$ cat src/rtl/scrambler_pkg.sv
// rtl/scrambler_pkg.sv - shared state type, default taps and permutation index helper
package scrambler_pkg;

   typedef enum logic [1:0] {
      IDLE,
      LOAD,
      RUN,
      EXHAUST
   } state_t;

   // x^32 + x^22 + x^2 + x + 1
   localparam logic [31:0] DEFAULT_TAPS = 32'h80200003;

   // Source bit that feeds load bit i. The multiplier 2*sel+1 is odd, so for a
   // power-of-two width every i maps to a distinct source bit.
   function automatic int perm_idx(input int i, input int sel, input int state_w);
      return (i * (2 * sel + 1) + sel) % state_w;
   endfunction

endpackage

$ cat src/rtl/scrambler_perm.sv
// rtl/scrambler_perm.sv - selectable bijective bit permutation building the seed
module scrambler_perm
   import scrambler_pkg::*;
#(
   parameter int STATE_W = 32,
   parameter int SEL_W   = 5
) (
   input  logic [STATE_W-1:0] src,
   input  logic [SEL_W-1:0]   sel,
   output logic [STATE_W-1:0] load
);

   localparam int IDX_W = $clog2(STATE_W);

   for (genvar i = 0; i < STATE_W; i++) begin : g_bit
      logic [IDX_W-1:0] idx;
      assign idx     = IDX_W'(perm_idx(i, int'(sel), STATE_W));
      assign load[i] = src[idx];
   end

endmodule

$ cat src/rtl/scrambler_seed_engine.sv
// rtl/scrambler_seed_engine.sv - seeded LFSR keystream scrambler with rekey limit
module scrambler_seed_engine
   import scrambler_pkg::*;
#(
   parameter int                 STATE_W     = 32,
   parameter int                 DATA_W      = 8,
   parameter int                 SEL_W       = 5,
   parameter logic [STATE_W-1:0] TAPS        = STATE_W'(DEFAULT_TAPS),
   parameter int                 REKEY_BEATS = 1024,
   parameter int                 CNT_W       = 16
) (
   input  logic                      clk,
   input  logic                      rst,
   input  logic                      seed_req,
   input  logic [DATA_W-1:0]         seed_data,
   input  logic [STATE_W-DATA_W-1:0] seed_entropy,
   input  logic [SEL_W-1:0]          seed_sel,
   output logic                      seed_busy,
   input  logic                      in_valid,
   input  logic [DATA_W-1:0]         in_data,
   output logic                      in_ready,
   output logic                      out_valid,
   output logic [DATA_W-1:0]         out_data,
   input  logic                      out_ready,
   output logic [CNT_W-1:0]          beat_cnt,
   output logic                      rekey_needed
);

   localparam logic [CNT_W-1:0] LIMIT = CNT_W'(REKEY_BEATS);

   state_t                    state;
   logic [STATE_W-1:0]        lfsr;
   logic [DATA_W-1:0]         data_q;
   logic [STATE_W-DATA_W-1:0] entropy_q;
   logic [SEL_W-1:0]          sel_q;

   logic [STATE_W-1:0]        src;
   logic [STATE_W-1:0]        load;
   logic [STATE_W-1:0]        ks_state;
   logic [DATA_W-1:0]         ks;
   logic [CNT_W-1:0]          cnt_inc;
   logic                      start_seed;
   logic                      accept;

   // A reseed is taken in every state except LOAD and always beats a data beat
   assign start_seed = seed_req && (state != LOAD);
   assign in_ready   = (state == RUN) && !seed_req && (!out_valid || out_ready);
   assign accept     = in_valid && in_ready;
   assign cnt_inc    = beat_cnt + CNT_W'(1);
   assign src        = {entropy_q, data_q};

   scrambler_perm #(
      .STATE_W (STATE_W),
      .SEL_W   (SEL_W)
   ) u_perm (
      .src  (src),
      .sel  (sel_q),
      .load (load)
   );

   // Keystream bit k is the LFSR MSB after k steps; ks_state ends DATA_W steps ahead
   always_comb begin
      ks       = '0;
      ks_state = lfsr;
      for (int k = 0; k < DATA_W; k++) begin
         ks[k]    = ks_state[STATE_W-1];
         ks_state = {ks_state[STATE_W-2:0], ^(ks_state & TAPS)};
      end
   end

   // Seed/run state machine, beat counter and registered output beat
   always_ff @(posedge clk) begin
      if (rst) begin
         state        <= IDLE;
         lfsr         <= '0;
         data_q       <= '0;
         entropy_q    <= '0;
         sel_q        <= '0;
         seed_busy    <= 1'b0;
         out_valid    <= 1'b0;
         out_data     <= '0;
         beat_cnt     <= '0;
         rekey_needed <= 1'b0;
      end else begin
         seed_busy <= start_seed;
         if (start_seed) begin
            data_q    <= seed_data;
            entropy_q <= seed_entropy;
            sel_q     <= seed_sel;
         end

         case (state)
            IDLE, EXHAUST: begin
               if (start_seed) state <= LOAD;
            end
            LOAD: begin
               // An all-zero LFSR would lock up, so force a single set bit
               lfsr         <= (load == '0) ? STATE_W'(1) : load;
               beat_cnt     <= '0;
               rekey_needed <= 1'b0;
               state        <= RUN;
            end
            RUN: begin
               if (start_seed) begin
                  state <= LOAD;
               end else if (accept) begin
                  lfsr     <= ks_state;
                  beat_cnt <= cnt_inc;
                  if (cnt_inc == LIMIT) begin
                     state        <= EXHAUST;
                     rekey_needed <= 1'b1;
                  end
               end
            end
            default: state <= IDLE;
         endcase

         if (accept) begin
            out_valid <= 1'b1;
            out_data  <= in_data ^ ks;
         end else if (out_ready) begin
            out_valid <= 1'b0;
         end
      end
   end

endmodule

$ cat config.mk
export PLATFORM = sky130hd
export DESIGN_NAME = scrambler_seed_engine
export DESIGN_NICKNAME = d
export VERILOG_FILES = /design/src/rtl/scrambler_pkg.sv /design/src/rtl/scrambler_perm.sv /design/src/rtl/scrambler_seed_engine.sv
export SDC_FILE = /design/constraint.sdc
export NUM_CORES = 1
export LEC_CHECK = 0
export CAP_MARGIN = 40
export CORE_MARGIN = 2
export CORE_UTILIZATION = 35
export CTS_CLUSTER_SIZE = 24
export DETAILED_ROUTE_END_ITERATION = 7
export PLACE_DENSITY = 0.5
export REMOVE_ABC_BUFFERS = 1
export SLEW_MARGIN = 0
export SYNTH_ARGS = -nofsm -noshare
export SYNTH_HDL_FRONTEND = slang
export SYNTH_SLANG_ARGS = --single-unit
$ cat constraint.sdc
create_clock -name clk -period 6.3 [get_ports clk]
set_input_delay 1.26 -clock clk [delete_from_list [all_inputs] [get_ports clk]]
set_output_delay 1.26 -clock clk [all_outputs]
set_load 0.02 [all_outputs]
# --- Word level (Yosys, flattened, before mapping) ---
# Cells that the tools add are included.
op_classes:
  multipliers: 26
  n_eq_ne: 11
  bitwise: 1
  order_cmp: 32
  mux: 82
  reduce_logical: 23
  n_addsub: 33
ops:
  columns: ["op", "count"]
  rows:
  - ["32-bit parity", 8]
  - ["5-bit by 6-bit < comparator with 1-bit output (second input constant)", 32]
  - ["1-bit binary-select mux with 5-bit select", 32]
  - ["5-bit adder", 31]
  - ["32-bit 2-to-1 mux", 3]
  - ["32-bit case mux with 2 select lines", 1]
  - ["5-bit by 7-bit multiplier with 5-bit output (first input constant)", 8]
  - ["1-bit 2-to-1 mux", 37]
  - ["32-bit logical NOT", 1]
  - ["16-bit 2-to-1 mux", 2]
  - ["16-bit case mux with 2 select lines", 1]
  - ["4-bit by 7-bit multiplier with 4-bit output (first input constant)", 4]
  - ["4-bit by 7-bit multiplier with 5-bit output (first input constant)", 4]
  - ["16-bit by 1-bit adder with 16-bit output (second input constant)", 1]
  - ["16-bit by 11-bit equality test with 1-bit output (second input constant)", 1]
  - ["3-bit by 7-bit multiplier with 3-bit output (first input constant)", 2]
  - ["3-bit by 7-bit multiplier with 4-bit output (first input constant)", 2]
  - ["3-bit by 7-bit multiplier with 5-bit output (first input constant)", 2]
  - ["2-bit 2-to-1 mux", 4]
  - ["8-bit bitwise XOR", 1]
  - ["6-bit by 1-bit adder with 7-bit output (second input constant)", 1]
  - ["2-bit by 7-bit multiplier with 2-bit output (first input constant)", 1]
  - ["2-bit by 7-bit multiplier with 3-bit output (first input constant)", 1]
  - ["2-bit by 7-bit multiplier with 4-bit output (first input constant)", 1]
  - ["other kinds (17)", 27]
word_totals:
  out_inout_bits: 28
  input_bits: 50
  register_bits: 98

# --- Logic depth before layout (Yosys ltp) ---
logic_depth:
  ltp_word: 11
  mapped_depth: 20
  mapped_depth_nobuf: 16

# --- By module ---
# Synthesis repeated with hierarchy kept, for this count alone.
unflattened:
  cells_unflattened: 946
  hier_area_um2: 9082.5
modules_own_cells:
  columns: ["module", "area_each_um2", "instances", "cells_each", "seq_area_each_um2"]
  rows:
  - ["scrambler_perm", 4648.2, 1, 417, 0.0]
  - ["scrambler_seed_engine", 4434.3, 1, 529, 1961.9]

# --- Worst setup path after synthesis ---
# No wires, ideal clock.
synth_timing:
  kind: "register to register"
  from: "reg sel_q[1]"
  to: "reg lfsr[0]"
  path_slack_ns: 0.786
  t_arrival_ns: 5.427
  path_buffers: 4
  required_time_ns: 6.213
  period_less_slack_ns: 5.514
  path_stages_with_launch: 18
  cell_sequence: "dfxtp_1 buf_4 buf_2 buf_6 buf_2 inv_1 fa_1 inv_1 fa_1 inv_1 fa_1 xnor2_1 xnor2_1 xnor2_1 mux4_2 or4_1 or4_1 o31ai_1"
synth_via:
  elab_chain_cells: 8
  elab_cells_between_ends: 124
synth_lines:
  columns: ["element", "line", "source"]
  rows:
  - ["from (decl)", "scrambler_seed_engine.sv:35", "logic [SEL_W-1:0] sel_q;"]
  - ["from (signal assigned)", "scrambler_seed_engine.sv:89", "sel_q <= seed_sel;"]
  - ["6-bit by 1-bit adder with 7-bit output", null, null]
  - ["2-bit by 7-bit multiplier with 5-bit output, or another cell as far along", "scrambler_pkg.sv:17", "return (i * (2 * sel + 1) + sel) % state_w;"]
  - ["5-bit adder", "scrambler_pkg.sv:17", null]
  - ["1-bit binary-select mux with 5-bit select", "scrambler_perm.sv:18", "assign load[i] = src[idx];"]
  - ["1-bit 2-to-1 mux (implied by the code)", "scrambler_perm.sv:18", null]
  - ["32-bit logical NOT", "scrambler_seed_engine.sv:98", "lfsr <= (load == '0) ? STATE_W'(1) : load;"]
  - ["32-bit 2-to-1 mux (*)", "scrambler_seed_engine.sv:98", null]
  - ["32-bit case mux with 2 select lines (*)", "scrambler_seed_engine.sv:92", "case (state)"]
  - ["to (signal assigned)", "scrambler_seed_engine.sv:98", null]
  - ["to (signal assigned)", "scrambler_seed_engine.sv:107", "lfsr <= ks_state;"]
  - ["to (decl)", "scrambler_seed_engine.sv:32", "logic [STATE_W-1:0] lfsr;"]
# Every way passes the cells marked *; elsewhere a longest branch is shown, timed or not. The select of a mux whose other input is x is not followed.
# A chain may end at the register's enable or synchronous reset.

# --- Worst setup path after layout ---
layout_timing:
  from: "reg sel_q[0]"
  to: "reg lfsr[0]"
layout_via:
  elab_chain_cells: 8
  elab_cells_between_ends: 125
layout_lines:
  columns: ["element", "line"]
  rows:
  - ["6-bit by 1-bit adder with 7-bit output", null]
  - ["2-bit by 7-bit multiplier with 5-bit output, or another cell as far along", "scrambler_pkg.sv:17"]
  - ["5-bit adder", "scrambler_pkg.sv:17"]
  - ["1-bit binary-select mux with 5-bit select", "scrambler_perm.sv:18"]
  - ["1-bit 2-to-1 mux (implied by the code)", "scrambler_perm.sv:18"]
  - ["32-bit logical NOT", "scrambler_seed_engine.sv:98"]
  - ["32-bit 2-to-1 mux (*)", "scrambler_seed_engine.sv:98"]
  - ["32-bit case mux with 2 select lines (*)", "scrambler_seed_engine.sv:92"]
# Marks and branches as above.

==> qor.yml <==
antenna_found_initial: 0
endpoint_kind: "flip-flop"
netlist_instances: 1088
ys_types: 65
grt_overflow: 0
portBuffers: 77
drive_above_1_share_pct: 11.76
cp_max_fo: 17
fin_nets: 1252
path_clk_slew_ps: 80
hp-start: "lfsr[6]"
power.leakage_nw: 4.014
async_flop_share_pct: 0
grt_pass1_wl_mm: 45.15
worst_slew_pin_slew_ps: 789.8
post_cts_resized: 0
drv_cap: 0
final-seq-area_um2: 1964
total_power_mw: 4.913
drc: 0
finClkSkew_ps: 8.087
r2r_slack_ps: 1320
powerDensity_nw_per_um2: 448.6
seq_area_frac_synth_pct: 20.35
hold_viol_final: 0
insertion_delay_ps: 360
reg2reg_from: "sel_q[0]"
dpl-instance-area_um2: 10650
ys_ff_latch: 98
clock.fmax_mhz: 200.7
synth_largest_area_cell: "dfxtp_1"
setup_violations: 0
place.gp.congestion: 0.8862
wire_per_inst_um: 19.44
min_period_ps: 4984
drtPass1Iterations: 5
timing.hold.ws_ps: 448.5
vias: 8122
slew_headroom_pct: 47.29
n_antenna_cell: 0
grt_pass1_vias: 7620
multi_input_area_um2: 7189
cts_post_setup_buffers_inserted: 0
viasPerCell: 5.518
cts-root-buf: "clkbuf_16"
syn_avg_cell_area_um2: 8.863
synth-edff-count: 0
arrival_ps: 5260
postRouteAntennaNets: 0
start_util_pct: 35.68
drt_iter0_drc: 576
worst-r2r-cell-count: 13
rr_endpoint: "lfsr[0]"
die_h_um: 170.0
cts_tree: "yes"
path_class: "flip-flop to flip-flop"
ios: 78
synth_top_area_share_pct: 20.35
final.period_utilization_pct: 79.11
syn_to_final_growth_pct: 13.57
ir_worst_vdd_mv: 0.1660
grt.total_usage_pct: 20.04
grt_max_degree: 59
dp_cells: 1456
row_count: 60
die_x_um: 170.0
hold_path_depth: 2
post_synth_most_frequent_cells: "nand2_1, dfxtp_1, a21oi_1"
fillCellCount: 2733
netlist_area_um2: 9643
final_cells: 1472
dieArea_um2: 28890
cts-hold-fix-buffers: 0
yosys_warnings: 0
rsz0062_at_grt: "false"
synthFlopType: "dfxtp_1"
wirelength_mm: 28.61
cts_buffer_depth: 2
coreArea_um2: 27030
start_kind: "flip-flop"
worstHoldPathType: "flip-flop to flip-flop"
status: "finished, final reports clean"
clock_sink_count: 98
required_ps: 6580
drv_slew: 0
yosys.cell_count.top_type: "nand2_1"
yosys-top-cells-area: "dfxtp_1, mux4_2, xnor2_1"
stdcell_area_um2: 10950
cts.htree.levels: 3
cts_made_buffers: 9
hpwlAfterDp_mm: 21.73
worstHoldEndpoint: "lfsr[6]"
[critical path, cell delays in order, from the launching register on]
cell,delay (ps)
dfxtp_2,650
inv_2,220
fa_1,650
inv_1,150
fa_1,560
inv_1,60
fa_1,400
xnor2_1,180
xnor2_1,150
xnor2_1,160
mux4_2,540
or4_1,490
or4_1,470
o31ai_1,220
[metal layers]
metal,wire length (um),track usage (%)
met1,13470,28.33
met2,13180,32.07
met3,1351,2.907
met4,601,5.240
met5,0,0
[state kept, by name, summed over array words and instances (netlist names)]
signal,flops
beat_cnt,16
data_q,8
entropy_q,24
lfsr,32
out_data,8
out_valid,1
rekey_needed,1
seed_busy,1
sel_q,5
state,2
[metrics by stage]
stage          TNS (ps)  setup slack (ps)  utilization [%]
2_1_floorplan     -1095            -628.1                -
4_1_cts               0              1250            40.52
6_report              0              1316            40.52
3_3_place_gp          0              1337            39.33
3_5_place_dp          0              1267            39.42
5_1_grt               0             990.6            40.52
[worst max-delay path by stage]
stage	end	start	cells after the start	slack, ps
global route	lfsr[0]	sel_q[0]	13	990
CTS	lfsr[0]	sel_q[0]	13	1250
detailed placement	lfsr[0]	sel_q[0]	13	1270
finish	lfsr[0]	sel_q[0]	13	1320
global placement	lfsr[0]	sel_q[0]	13	1340
floorplan	lfsr[0]	sel_q[0]	12	-630
[cells in the final DEF (no fill, tap or decap), types with 5 or more instances in the layout]
cell and count:
dfxtp_1 96, mux2_2 25, fa_1 34, buf_4 19, inv_1 38, xor2_1 24
nor2_1 76, and2_1 6, a21oi_1 91, a221oi_1 12, nor4_1 5, o22ai_1 20
xnor2_1 82, nand3_1 17, nor3_1 15, a21o_1 7, ha_1 40, nand2b_1 14
nand2_1 160, a31oi_1 5, mux4_2 47, clkbuf_16 9, clkdlybuf4s50_1 76, and3_1 7
o21ai_0 25, mux2i_1 59, o211ai_1 11, nand4_1 7, a211oi_1 15
[report_power, final]
| group | internal (mW) | switching [mW] | leakage [nW] | total (mW) |
|---|---|---|---|---|
| clock network | 0.288 | 0.280 | 0.140 | 0.569 |
| registers | 0.737 | 0.124 | 0.799 | 0.860 |
| logic | 1.53 | 1.95 | 3.07 | 3.48 |
[final cells by class]
cell class,count,area share (%)
flip-flops and latches,98,17.94
inverters,41,1.405
multi-input cells,880,65.65
clock buffers,10,2.182
clock inverters,6,0.5484
repair buffers,96,8.386
well taps,341,3.896
[cell families (layout without fill, tap and decap cells)]
logic type               Yosys count  in the layout  synth area share [%]
XOR/XNOR                         113            113                 11.05
adder cells (fa/ha/maj)           76             76                 12.51
AND/OR/NAND/NOR                  338            338                 15.75
buffers and inverters            110            153                 5.203
multiplexers                     141            141                 21.45
flip-flops                        98             98                 20.35
AO/OA/AOI/OAI                    212            212                 13.69
Note: power is estimated with default switching activity, not from simulation.
